File: src/rtl/router_pkt_tx.sv
// Host-side packet source for the router input port: buffers a payload, then sends header, payload and XOR parity.
// Optional build macro TX_PARITY_CORRUPT_EN adds corrupt_par, which makes the transmitted parity byte inverted.
module router_pkt_tx #(
    parameter int MAX_LEN = 63,
    parameter int BUF_AW  = 6
) (
    input  logic       clk,
    input  logic       resetn,
    input  logic       start,
    input  logic [1:0] addr,
    input  logic [5:0] len,
`ifdef TX_PARITY_CORRUPT_EN
    input  logic       corrupt_par,
`endif
    input  logic       pl_valid,
    input  logic [7:0] pl_data,
    output logic       pl_ready,
    input  logic       busy,
    output logic [7:0] data_out,
    output logic       pkt_valid,
    output logic       tx_busy,
    output logic       done,
    output logic       req_err
);

    typedef enum logic [2:0] {IDLE, LOAD, HEADER, PAYLOAD, PARITY} state_t;

    state_t            state;
    state_t            state_next;
    logic [1:0]        addr_q;
    logic [5:0]        len_q;
    logic [BUF_AW-1:0] wcnt;
    logic [BUF_AW-1:0] rcnt;
    logic [BUF_AW-1:0] last_idx;
    logic [7:0]        parity_q;
    logic [7:0]        parity_tx;
    logic [7:0]        pkt_buf [2**BUF_AW];
    logic              req_ok;

    assign req_ok   = (len != 6'd0) && (addr != 2'd3) && (int'(len) <= MAX_LEN);
    assign last_idx = BUF_AW'(len_q - 6'd1);

    always_ff @(posedge clk) begin
        if (!resetn) begin
            state <= IDLE;
        end else begin
            state <= state_next;
        end
    end

    always_comb begin
        state_next = state;
        case (state)
            IDLE:    if (start && req_ok) state_next = LOAD;
            LOAD:    if (pl_valid && wcnt == last_idx) state_next = HEADER;
            HEADER:  if (!busy) state_next = PAYLOAD;
            PAYLOAD: if (!busy && rcnt == last_idx) state_next = PARITY;
            PARITY:  if (!busy) state_next = IDLE;
            default: state_next = IDLE;
        endcase
    end

    // Outputs decode registered state only, so busy/pl_valid never reach them combinationally.
    always_comb begin
        pl_ready  = (state == LOAD);
        pkt_valid = (state == HEADER) || (state == PAYLOAD);
        tx_busy   = (state != IDLE);
        data_out  = 8'h00;
        case (state)
            HEADER:  data_out = {len_q, addr_q};
            PAYLOAD: data_out = pkt_buf[rcnt];
            PARITY:  data_out = parity_tx;
            default: data_out = 8'h00;
        endcase
    end

    always_ff @(posedge clk) begin
        if (state == LOAD && pl_valid) begin
            pkt_buf[wcnt] <= pl_data;
        end
    end

    always_ff @(posedge clk) begin
        if (!resetn) begin
            addr_q   <= 2'd0;
            len_q    <= 6'd0;
            wcnt     <= '0;
            rcnt     <= '0;
            parity_q <= 8'h00;
            done     <= 1'b0;
            req_err  <= 1'b0;
        end else begin
            done    <= 1'b0;
            req_err <= 1'b0;
            case (state)
                IDLE: begin
                    if (start) begin
                        if (req_ok) begin
                            addr_q   <= addr;
                            len_q    <= len;
                            parity_q <= {len, addr};
                            wcnt     <= '0;
                        end else begin
                            req_err <= 1'b1;
                        end
                    end
                end
                LOAD: begin
                    if (pl_valid) begin
                        parity_q <= parity_q ^ pl_data;
                        wcnt     <= wcnt + 1'b1;
                    end
                end
                HEADER: begin
                    if (!busy) rcnt <= '0;
                end
                PAYLOAD: begin
                    if (!busy) rcnt <= rcnt + 1'b1;
                end
                PARITY: begin
                    if (!busy) done <= 1'b1;
                end
                default: ;
            endcase
        end
    end

`ifdef TX_PARITY_CORRUPT_EN
    logic corrupt_q;

    // The corrupt request belongs to one packet only; it is dropped once the parity byte leaves.
    always_ff @(posedge clk) begin
        if (!resetn) begin
            corrupt_q <= 1'b0;
        end else if (state == IDLE && start && req_ok) begin
            corrupt_q <= corrupt_par;
        end else if (state == PARITY && !busy) begin
            corrupt_q <= 1'b0;
        end
    end

    assign parity_tx = corrupt_q ? ~parity_q : parity_q;
`else
    assign parity_tx = parity_q;
`endif

endmodule

File: config.mk
export PLATFORM = sky130hd
export DESIGN_NAME = router_pkt_tx
export DESIGN_NICKNAME = d
export VERILOG_FILES = /design/src/rtl/router_pkt_tx.sv
export SDC_FILE = /design/constraint.sdc
export NUM_CORES = 1
export LEC_CHECK = 0
export BUFFER_PORTS_ARGS = -buffer_cell sky130_fd_sc_hd__buf_2
export CAP_MARGIN = 20
export CORE_MARGIN = 2
export CORE_UTILIZATION = 40
export CTS_CLUSTER_DIAMETER = 60
export DETAILED_ROUTE_END_ITERATION = 8
export SYNTH_ARGS = -nofsm -noshare
export SYNTH_HDL_FRONTEND = slang
export SYNTH_SLANG_ARGS = --single-unit
export TNS_END_PERCENT = 1
File: constraint.sdc
create_clock -name clk -period 2.19 [get_ports clk]
set_clock_uncertainty 0.05 [all_clocks]
set_input_delay 0.219 -clock clk [delete_from_list [all_inputs] [get_ports clk]]
set_output_delay 0.219 -clock clk [all_outputs]
set_load 0.005 [all_outputs]
---- Yosys cells after proc, flatten, opt, wreduce, memory -nomap -nowiden ----
Memory sizes are Yosys's and may differ from the RTL's. A register that Yosys moved wholly into a read port is not among the register bits.
Cells that the tools add are included.
word-level totals
  bits in registers ....................... 33
  logic and storage cells ................. 71
  input bits .............................. 21
  output and inout port bits .............. 13
  memories ................................ 1
  memory bits (writable) .................. 512
cells by class
  equality and inequality tests ........... 16
  $add $sub $neg .......................... 3
  bitwise operators ....................... 1
  mux-type cells .......................... 24
  reduce and logical (&&, ||, !) cells .... 18
memories
  memory   words  bits a word  rd ports  clocked after memory_dff  write ports  line  RTL
  pkt_buf  64     8            1         1                         1            37    logic [7:0] pkt_buf [2**BUF_AW];
operator list
  kind                                                                    number
  6-bit 2-to-1 mux                                                        7
  8-bit 2-to-1 mux                                                        3
  6-bit one-hot mux with 2 select lines                                   2
  8-bit one-hot mux with 3 select lines                                   1
  2-bit inequality test (second input constant)                           9
  8-bit one-hot mux with 2 select lines                                   1
  3-bit 2-to-1 mux                                                        5
  3-bit one-hot mux with 5 select lines                                   1
  6-bit by 1-bit adder with 6-bit output (second input constant)          2
  6-bit equality test                                                     2
  3-bit AND reduction                                                     3
  8-bit bitwise XOR                                                       1
  3-bit by 2-bit equality test with 1-bit output (second input constant)  2
  6-bit nonzero test                                                      1
  6-bit by 1-bit subtractor with 6-bit output (second input constant)     1
  1-bit logical AND                                                       5
  5-bit AND reduction                                                     1
  1-bit 2-to-1 mux                                                        4
  4-bit AND reduction                                                     1
  2-bit nonzero test                                                      2
  3-bit by 1-bit equality test with 1-bit output (second input constant)  1
  3-bit equality test (second input constant)                             1
  3-bit zero test                                                         1
  3-bit nonzero test                                                      1
  4 further kinds                                                         4

---- Logic depth before layout (Yosys ltp) ----
Gate-level depths: netlist of the first run.
  word-level depth ........................ 5
  depth in mapped cells ................... 9
  gate-level depth less buffers ........... 7

---- Least setup slack after synthesis of the first run ----
OpenSTA, ideal clock, no wires.
  path kind ............................... reg-to-reg
  start ................................... register state[2]
  end ..................................... memory pkt_buf[58][0], enable pin
  setup time .............................. 0.370 ns
  arrival time ............................ 1.959 ns
  slack ................................... -0.189 ns
  data required time ...................... 1.770 ns
  clock period less this slack ............ 2.379 ns
  cell stages (with the launch flop) ...... 8
  cells stage by stage .................... dfxtp_1 or3b_1 buf_2 buf_2 buf_2 nor3_1 nand2_1 nor2_1
between the ends
  longest elaborated chain between the ends .. 4
ends and longest elaborated chain
  element                                         line  RTL
  start, declared                                 28    state_t state;
  start signal, assigned                          47    state <= state_next;
  3-bit by 1-bit equality test with 1-bit output  78    if (state == LOAD && pl_valid) begin
  1-bit logical AND                               78
  1-bit 2-to-1 mux                                78
  1-bit 2-to-1 mux (not written as such)          79    pkt_buf[wcnt] <= pl_data;
  end, declared                                   37
Every way passes these cells.

==> flow_results.xml, run 1 <==
<?xml version="1.0" encoding="UTF-8"?>
<metrics>
  <group name="yosys">
    <metric name="mappedNetlistArea" unit="µm²">22100</metric>
    <metric name="post_synth_num_cell_types" unit="">57</metric>
    <metric name="synth_fp_nets" unit="">1167</metric>
    <metric name="ys_ff_latch" unit="">551</metric>
    <metric name="yosys_warnings" unit="">0</metric>
    <metric name="synth_flop_cell" unit="">sky130_fd_sc_hd__edfxtp_1</metric>
    <metric name="post_synth_arst_share" unit="%">0</metric>
    <metric name="avgSynthCellArea" unit="µm²">19.3</metric>
    <metric name="synth-edff-count" unit="">512</metric>
    <metric name="cell_count_after_synthesis" unit="">1143</metric>
    <metric name="fraction_of_the_yosys_area_taken_by_sequential_cells" unit="%">73.1</metric>
  </group>
  <group name="min_path">
    <metric name="timing.hold.worst_path_depth" unit="">5</metric>
    <metric name="endpoint_with_the_worst_hold_slack" unit="">state[1]$_SDFFE_PN0P_</metric>
    <metric name="hold_start" unit="">pl_valid</metric>
    <metric name="worstHoldPathType" unit="">input pin to register</metric>
  </group>
  <group name="critical_path">
    <metric name="rr_worst_depth" unit="">7</metric>
    <metric name="path_cells" unit="">buf_12 -&gt; mux4_2 -&gt; mux2i_1 -&gt; a22oi_1 -&gt; nand3_2 -&gt; o211ai_1 -&gt; buf_2</metric>
    <metric name="slowest_stage" unit="">sky130_fd_sc_hd__mux4_2</metric>
    <metric name="launching_element_type_of_the_critical_path" unit="">register</metric>
    <metric name="cp.buffers_inverters" unit="">2</metric>
    <metric name="worst-path-max-fanout" unit="">10</metric>
    <metric name="timing.rr.start" unit="">state[0]$_SDFFE_PN0P_</metric>
    <metric name="worst_path_dominant_cell_family" unit="">multiplexers</metric>
    <metric name="timing.critical_path.to_type" unit="">output port</metric>
    <metric name="arrival" unit="ns">2.85</metric>
    <metric name="cpPeakStageDelay" unit="ns">0.54</metric>
    <metric name="cp_data_required_time" unit="ns">1.92</metric>
    <metric name="critPathKind" unit="">register to output port</metric>
    <metric name="worst-r2r-setup-slack" unit="ns">0.06</metric>
    <metric name="reg2reg_to" unit="">addr_q[1]$_SDFFE_PN0P_</metric>
  </group>
  <group name="clocking">
    <metric name="worstSkewPairLatency" unit="ns">0.61</metric>
    <metric name="h-tree-depth" unit="">2</metric>
    <metric name="clock_path_buffers" unit="">3</metric>
    <metric name="cts_tree" unit="">done</metric>
    <metric name="number_of_clock_buffers_inserted_by_tritoncts" unit="">55</metric>
    <metric name="cts_num_sinks" unit="">551</metric>
    <metric name="clk_pin_slew" unit="ns">0.06</metric>
    <metric name="ctsRootBufferMaster" unit="">sky130_fd_sc_hd__clkbuf_16</metric>
  </group>
  <group name="floorplan">
    <metric name="placementRows" unit="">86</metric>
    <metric name="fp.dieArea" unit="µm²">57100</metric>
    <metric name="io_pins" unit="">34</metric>
    <metric name="dieWidth" unit="µm">239</metric>
    <metric name="placeableCoreArea" unit="µm²">54900</metric>
    <metric name="floorplan.die.height" unit="µm">239</metric>
    <metric name="floorplan.initialDensity" unit="%">40.3</metric>
  </group>
  <group name="grt">
    <metric name="grt_start_max_net_pins" unit="">61</metric>
    <metric name="first_global_vias" unit="">11900</metric>
    <metric name="grt_antenna_before_repair" unit="">0</metric>
    <metric name="gr-usage-all-layers" unit="%">19.8</metric>
    <metric name="wire_length_of_the_first_global_routing_pass" unit="mm">81.2</metric>
    <metric name="grt_overflow_total" unit="">0</metric>
  </group>
  <group name="timing">
    <metric name="timing_max_transition_violations_final" unit="">0</metric>
    <metric name="final_min_period_over_clock_period" unit="%">142</metric>
    <metric name="layout_min_cycle_time" unit="ns">3.12</metric>
    <metric name="finalHoldViolCount" unit="">0</metric>
    <metric name="fmax" unit="MHz">321</metric>
    <metric name="max-slew-margin-rel" unit="%">53.2</metric>
    <metric name="setup_viol" unit="">8</metric>
    <metric name="tns" unit="ns">-7.25</metric>
    <metric name="grt_setup_unrepaired" unit="">yes</metric>
    <metric name="worstMarginPinSlew" unit="ns">0.701</metric>
    <metric name="timing.final.ws_setup" unit="ns">-0.930</metric>
  </group>
  <group name="place">
    <metric name="hpwlAfterDp" unit="mm">36.1</metric>
    <metric name="gp_routability_congestion" unit="">0.845</metric>
    <metric name="buffer_ports.inserted" unit="">33</metric>
  </group>
  <group name="drt">
    <metric name="drtAntennaViolNets" unit="">0</metric>
    <metric name="drt_wl_total" unit="mm">55.7</metric>
    <metric name="routed_via_density" unit="">5.53</metric>
    <metric name="post_drt_wl_per_cell" unit="µm">25.8</metric>
    <metric name="routed-via-count" unit="">11900</metric>
    <metric name="drc_marker_count_from_the_first_detailed_route_iteration" unit="">1197</metric>
    <metric name="detailedRoute.firstPassIterationCount" unit="">5</metric>
    <metric name="drcViolationCount" unit="">0</metric>
  </group>
  <group name="pwr">
    <metric name="cellInternalPower" unit="mW">16.8</metric>
    <metric name="pwr-share-clk" unit="%">42.5</metric>
    <metric name="power.sequential.fraction" unit="%">54.7</metric>
    <metric name="p_sw" unit="mW">4.34</metric>
    <metric name="total_leakage_power" unit="nW">8.68</metric>
    <metric name="powerDensity" unit="nW/µm²">776</metric>
    <metric name="vdd_ir_drop_max" unit="µV">529</metric>
    <metric name="comb_power_share" unit="%">2.7</metric>
    <metric name="swShare" unit="%">20.6</metric>
  </group>
  <group name="finish">
    <metric name="final.fill_count" unit="">4515</metric>
    <metric name="sequential_cell_area" unit="µm²">16200</metric>
    <metric name="areaGrowthSynthToFinish" unit="%">23.1</metric>
    <metric name="finish.net_count" unit="">1432</metric>
    <metric name="postLayoutCoreUtil" unit="%">49.6</metric>
    <metric name="total_area_of_multi_input_combinational_cells" unit="µm²">5820</metric>
    <metric name="layout-drive-gt1-share" unit="%">35.8</metric>
  </group>
  <group name="run">
    <metric name="cap_violations" unit="">0</metric>
  </group>
  <group name="status">
    <metric name="status" unit="">finished with violations</metric>
    <metric name="failed_checks" unit="">negative setup slack</metric>
  </group>
</metrics>
==> Yosys cell counts, types with 13 or more instances <==
library cell | number | share of area (%)
sky130_fd_sc_hd__edfxtp_1 | 512 | 70
sky130_fd_sc_hd__mux4_2 | 136 | 14
sky130_fd_sc_hd__nor2_1 | 95 | 1.6
sky130_fd_sc_hd__mux2i_1 | 49 | 2.2
sky130_fd_sc_hd__dfxtp_1 | 39 | 3.5
sky130_fd_sc_hd__nand2_1 | 31 | 0.53
sky130_fd_sc_hd__nand3_1 | 25 | 0.57
sky130_fd_sc_hd__buf_2 | 22 | 0.50
sky130_fd_sc_hd__a21oi_1 | 20 | 0.45
sky130_fd_sc_hd__clkbuf_1 | 19 | 0.32
sky130_fd_sc_hd__a22oi_1 | 16 | 0.54
sky130_fd_sc_hd__o21ai_1 | 16 | 0.36
sky130_fd_sc_hd__a21boi_1 | 13 | 0.44
==> through the flow <==
step / instance area, µm² / total power, mW / setup slack, ns / hold slack (ns) / cells
final: 27200 / 21.1 / -0.930 / 0.127 / 2155
after CTS: 27100 / 21.3 / -0.947 / 0.105 / 2148
after global routing: 27200 / 21.7 / -0.993 / 0.140 / 2154
after global placement: 24800 / 12.3 / -0.355 / 0.427 / 2009
after floorplan: 22200 / 12.0 / -0.134 / 0.268 / 1143
after detailed placement: 24800 / 12.3 / -0.343 / 0.424 / 2009
==> state kept, by name, indices dropped and copies added, names as in the netlist, named ones only <==
name	flops
rcnt	6
wcnt	6
state	3
pkt_buf	512
len_q	6
parity_q	8
done	1
addr_q	2
req_err	1
==> how the worst max path moves through the flow <==
stage               depth (start not counted)                       end                   from  slack [ns]
floorplan                                   6  pkt_buf[62][0]$_DFFE_PP_  state[2]$_SDFFE_PN0P_       -0.13
global placement                           10               data_out[7]               register       -0.35
detailed placement                         10               data_out[7]               register       -0.34
CTS                                         7               data_out[7]               register       -0.95
global route                               10               data_out[7]               register       -0.99
finish                                      7               data_out[7]               register       -0.93
==> kinds of logic after synthesis <==
family                   after synthesis  share of synthesized area, %
buffers and inverters                 72                          1.81
AO/OA/AOI/OAI                        101                          3.23
adder cells (fa/ha/maj)                3                         0.170
AND/OR/NAND/NOR                      210                          4.59
flip-flops                           551                          73.1
XOR/XNOR                              21                         0.997
multiplexers                         185                          16.1
==> power groups by stage <==
stage | clock [mW] | combinational (mW) | sequential (mW)
6_report | 8.98 | 0.579 | 11.5
5_1_grt | 9.55 | 0.627 | 11.5
4_1_cts | 9.17 | 0.580 | 11.5
3_5_place_dp | 0 | 0.541 | 11.8
3_3_place_gp | 0 | 0.523 | 11.8
2_1_floorplan | 0 | 0.224 | 11.8
==> cells in the final DEF, fill, tap and decap left out, types with 5 or more instances in the layout <==
cell type / synthesis / layout
sky130_fd_sc_hd__clkinv_1: 0 / 11
sky130_fd_sc_hd__a221oi_1: 8 / 5
sky130_fd_sc_hd__nor2b_1: 8 / 8
sky130_fd_sc_hd__or2_1: 8 / 8
sky130_fd_sc_hd__inv_1: 6 / 6
sky130_fd_sc_hd__xor2_1: 10 / 10
sky130_fd_sc_hd__clkbuf_1: 19 / 12
sky130_fd_sc_hd__nand2_1: 31 / 29
sky130_fd_sc_hd__o211ai_1: 9 / 9
sky130_fd_sc_hd__nor2_1: 95 / 78
sky130_fd_sc_hd__buf_2: 22 / 33
sky130_fd_sc_hd__o21ai_1: 16 / 13
sky130_fd_sc_hd__nand4_1: 5 / 5
sky130_fd_sc_hd__dlygate4sd3_1: 0 / 23
sky130_fd_sc_hd__xnor2_1: 8 / 8
sky130_fd_sc_hd__buf_12: 0 / 32
sky130_fd_sc_hd__a21boi_1: 13 / 13
sky130_fd_sc_hd__edfxtp_1: 512 / 512
sky130_fd_sc_hd__a22oi_1: 16 / 12
sky130_fd_sc_hd__nand3_2: 0 / 7
sky130_fd_sc_hd__clkinvlp_4: 0 / 6
sky130_fd_sc_hd__a21oi_1: 20 / 20
sky130_fd_sc_hd__buf_16: 0 / 5
sky130_fd_sc_hd__nand3_1: 25 / 16
sky130_fd_sc_hd__dfxtp_1: 39 / 36
sky130_fd_sc_hd__clkinv_2: 0 / 6
sky130_fd_sc_hd__buf_4: 11 / 172
sky130_fd_sc_hd__clkbuf_16: 0 / 58
sky130_fd_sc_hd__nor2_4: 0 / 16
sky130_fd_sc_hd__mux4_2: 136 / 136
sky130_fd_sc_hd__mux2i_1: 49 / 46
sky130_fd_sc_hd__nor3b_1: 9 / 9
==> cell type report <==
class | instances | share of cell area, %
sequential | 551 | 59.4
multi-input combinational | 520 | 21.4
timing repair buffer | 273 | 9.59
clock buffer | 68 | 5.32
tap | 704 | 3.24
clock inverter | 31 | 0.934
inverter | 7 | 0.0966
antenna | 1 | 0.00920
==> worst reg2reg max path: cells and delay by family, from the launching register on <==
family                 cells  cell delay [ns]
muxes                      1             0.15
DFF                        1             0.32
AOI/OAI and AO/OA          1             0.15
and+or+nand+nor            2             0.37
buffers and inverters      3             0.97
==> metal layers <==
metal / part of all wire [%] / track usage, % / vias up / wire length [µm]
met5: 0 / 0 / - / 0
met4: 2.4 / 5.38 / 0 / 1310
met3: 6.9 / 4.10 / 79 / 3830
met2: 49 / 32.4 / 417 / 27500
met1: 41 / 27.1 / 6226 / 23000
li1: - / - / 5185 / -
==> repair_timing <==
| item | CTS | global route |
|---|---|---|
| resized for setup | 39 | 6 |
| buffers inserted | 15 | 4 |
| cloned | 3 | 2 |
| endpoints found under the hold margin | 39 | 0 |
| endpoints found under the setup margin | 36 | 17 |
| hold buffers | 23 | 0 |
| pin swaps | 10 | 10 |
Power figures use the tool's default switching activity.
==> run 2: changes to the inputs <==
- SKIP_LAST_GASP: default -> 1
==> run 2 against run 1 <==
Combinational power barely moved. Critical path depth did not move. Final cell count is 0.23% higher. Maximum frequency decreased by 0.12%. The flow still finishes with violations (negative setup slack). Largest cell class unchanged. Worst hold slack worse by 0.0022 ns. Sequential power hardly changed. Global-route usage fell by 0.061 points. Cell area is essentially flat.
==> flow_results.xml, run 2 (synthesized netlist as in run 1, its figures left out) <==
<?xml version="1.0" encoding="UTF-8"?>
<metrics>
  <group name="timing">
    <metric name="max-slew-margin-rel" unit="%">52.7</metric>
    <metric name="worstMarginPinSlew" unit="ns">0.710</metric>
    <metric name="layout_min_cycle_time" unit="ns">3.12</metric>
    <metric name="timing.final.ws_setup" unit="ns">-0.933</metric>
    <metric name="setup_viol" unit="">27</metric>
    <metric name="timing_max_transition_violations_final" unit="">0</metric>
    <metric name="grt_setup_unrepaired" unit="">yes</metric>
    <metric name="finalHoldViolCount" unit="">0</metric>
    <metric name="fmax" unit="MHz">320</metric>
    <metric name="final_min_period_over_clock_period" unit="%">143</metric>
  </group>
  <group name="critical_path">
    <metric name="worst-path-max-fanout" unit="">5</metric>
    <metric name="arrival" unit="ns">2.85</metric>
    <metric name="cell_repeated_most_along_the_worst_path" unit="">sky130_fd_sc_hd__mux4_2</metric>
    <metric name="timing.critical_path.to_type" unit="">output port</metric>
    <metric name="cpPeakStageDelay" unit="ns">0.52</metric>
    <metric name="slowest_stage" unit="">sky130_fd_sc_hd__mux4_2</metric>
    <metric name="critPathKind" unit="">register to output port</metric>
    <metric name="path_cells" unit="">buf_6 -&gt; clkbuf_16 -&gt; mux4_2 -&gt; mux4_2 -&gt; o21ai_4 -&gt; o211ai_1 -&gt; buf_2</metric>
    <metric name="cp_data_required_time" unit="ns">1.92</metric>
    <metric name="launching_element_type_of_the_critical_path" unit="">register</metric>
  </group>
  <group name="status">
    <metric name="failed_checks" unit="">negative setup slack</metric>
    <metric name="status" unit="">finished with violations</metric>
  </group>
  <group name="place">
    <metric name="hpwlAfterDp" unit="mm">36.1</metric>
    <metric name="gp_routability_congestion" unit="">0.845</metric>
    <metric name="buffer_ports.inserted" unit="">33</metric>
  </group>
  <group name="floorplan">
    <metric name="placeableCoreArea" unit="µm²">54900</metric>
    <metric name="fp.dieArea" unit="µm²">57100</metric>
    <metric name="placementRows" unit="">86</metric>
    <metric name="floorplan.die.height" unit="µm">239</metric>
    <metric name="io_pins" unit="">34</metric>
    <metric name="dieWidth" unit="µm">239</metric>
    <metric name="floorplan.initialDensity" unit="%">40.3</metric>
  </group>
  <group name="finish">
    <metric name="finish.net_count" unit="">1438</metric>
    <metric name="largest_register_ff_count" unit="">512</metric>
    <metric name="areaGrowthSynthToFinish" unit="%">23.1</metric>
    <metric name="layout-drive-gt1-share" unit="%">35.6</metric>
    <metric name="leading_cell_type_in_the_layout_fill_and_taps_excluded" unit="">sky130_fd_sc_hd__edfxtp_1</metric>
    <metric name="reg_top3" unit="">pkt_buf x512, parity_q x8</metric>
    <metric name="antenna_cells" unit="">0</metric>
    <metric name="layout_common_cells" unit="">sky130_fd_sc_hd__edfxtp_1 (512), sky130_fd_sc_hd__buf_4 (177), sky130_fd_sc_hd__mux4_2 (136)</metric>
    <metric name="postLayoutCoreUtil" unit="%">49.6</metric>
    <metric name="regMostFlops" unit="">pkt_buf</metric>
  </group>
  <group name="clocking">
    <metric name="ctsRootBufferMaster" unit="">sky130_fd_sc_hd__clkbuf_16</metric>
    <metric name="number_of_clock_buffers_inserted_by_tritoncts" unit="">55</metric>
    <metric name="clock_path_buffers" unit="">3</metric>
    <metric name="cts_num_sinks" unit="">551</metric>
    <metric name="h-tree-depth" unit="">2</metric>
    <metric name="cts_tree" unit="">done</metric>
    <metric name="clk_pin_slew" unit="ns">0.06</metric>
    <metric name="worstSkewPairLatency" unit="ns">0.61</metric>
  </group>
  <group name="pwr">
    <metric name="powerDensity" unit="nW/µm²">775</metric>
    <metric name="finalPower" unit="mW">21.1</metric>
    <metric name="total_leakage_power" unit="nW">8.70</metric>
    <metric name="vdd_ir_drop_max" unit="µV">524</metric>
  </group>
  <group name="drt">
    <metric name="routed_via_density" unit="">5.54</metric>
    <metric name="drcViolationCount" unit="">0</metric>
    <metric name="routed-via-count" unit="">12000</metric>
    <metric name="detailedRoute.firstPassIterationCount" unit="">5</metric>
    <metric name="drc_marker_count_from_the_first_detailed_route_iteration" unit="">1160</metric>
    <metric name="drtAntennaViolNets" unit="">0</metric>
    <metric name="post_drt_wl_per_cell" unit="µm">25.8</metric>
    <metric name="drt_wl_total" unit="mm">55.6</metric>
  </group>
  <group name="grt">
    <metric name="first_global_vias" unit="">11900</metric>
    <metric name="grt_start_max_net_pins" unit="">61</metric>
    <metric name="wire_length_of_the_first_global_routing_pass" unit="mm">81.0</metric>
    <metric name="gr-usage-all-layers" unit="%">19.8</metric>
    <metric name="grt_overflow_total" unit="">0</metric>
    <metric name="grt_antenna_before_repair" unit="">0</metric>
  </group>
  <group name="run">
    <metric name="cap_violations" unit="">0</metric>
  </group>
  <group name="min_path">
    <metric name="worstHoldPathType" unit="">input pin to register</metric>
  </group>
</metrics>
[run 2: where the power goes]
part / internal (mW) / switching (mW)
registers: 11.5 / 0.0257
clock network: 5.04 / 3.93
logic: 0.202 / 0.374
total: 16.8 / 4.33
[run 2: worst paths after layout]
path | cells past startpoint | slack (ns) | endpoint | from
max | 7 | -0.93 | data_out[4] | register
min reg2reg | 2 | 0.45 | parity_q[5]$_SDFFE_PN0P_ | parity_q[5]$_SDFFE_PN0P_
max reg2reg | 7 | -0.03 | pkt_buf[23][0]$_DFFE_PP_ | state[2]$_SDFFE_PN0P_
min | 5 | 0.13 | state[1]$_SDFFE_PN0P_ | pl_valid
[run 2: critical path: cells and delay by family (launching register included)]
kind	cells	cell delay, ns
flops	1	0.39
mux	2	1.01
buf+inv	3	0.46
compound gates	2	0.39
[run 2: stage by stage]
stage	hold WS, ns	setup slack, ns	setup TNS (ns)	instance area [µm²]	std cells
after floorplan	0.268	-0.134	-20.53	22200	1143
after global placement	0.427	-0.355	-3.19	24800	2009
after detailed placement	0.424	-0.343	-2.49	24800	2009
after CTS	0.105	-0.959	-8.47	27000	2148
after global routing	0.140	-1.00	-17.36	27200	2160
final	0.125	-0.933	-7.67	27200	2160
[run 2: area by class of cell]
cell class | count | area, µm²
clock inverter | 31 | 254
inverter | 7 | 26.3
tap | 704 | 881
timing repair buffer | 279 | 2670
clock buffer | 68 | 1450
multi-input combinational | 520 | 5770
fill | 4509 | 27700
sequential | 551 | 16200
[run 2: layer usage]
metal | part of all wire, % | track usage [%]
met1 | 42 | 27.0
met2 | 49 | 32.1
met3 | 6.6 | 4.26
met4 | 2.5 | 5.63
met5 | 0 | 0
[run 2: what timing repair did]
item | in CTS | in global routing
cloned | 3 | 2
hold buffers | 23 | 0
buffers inserted | 15 | 10
endpoints found under the hold margin | 39 | 0
setup endpoints to repair | 36 | 230
pin swaps | 8 | 9
resized for setup | 28 | 8
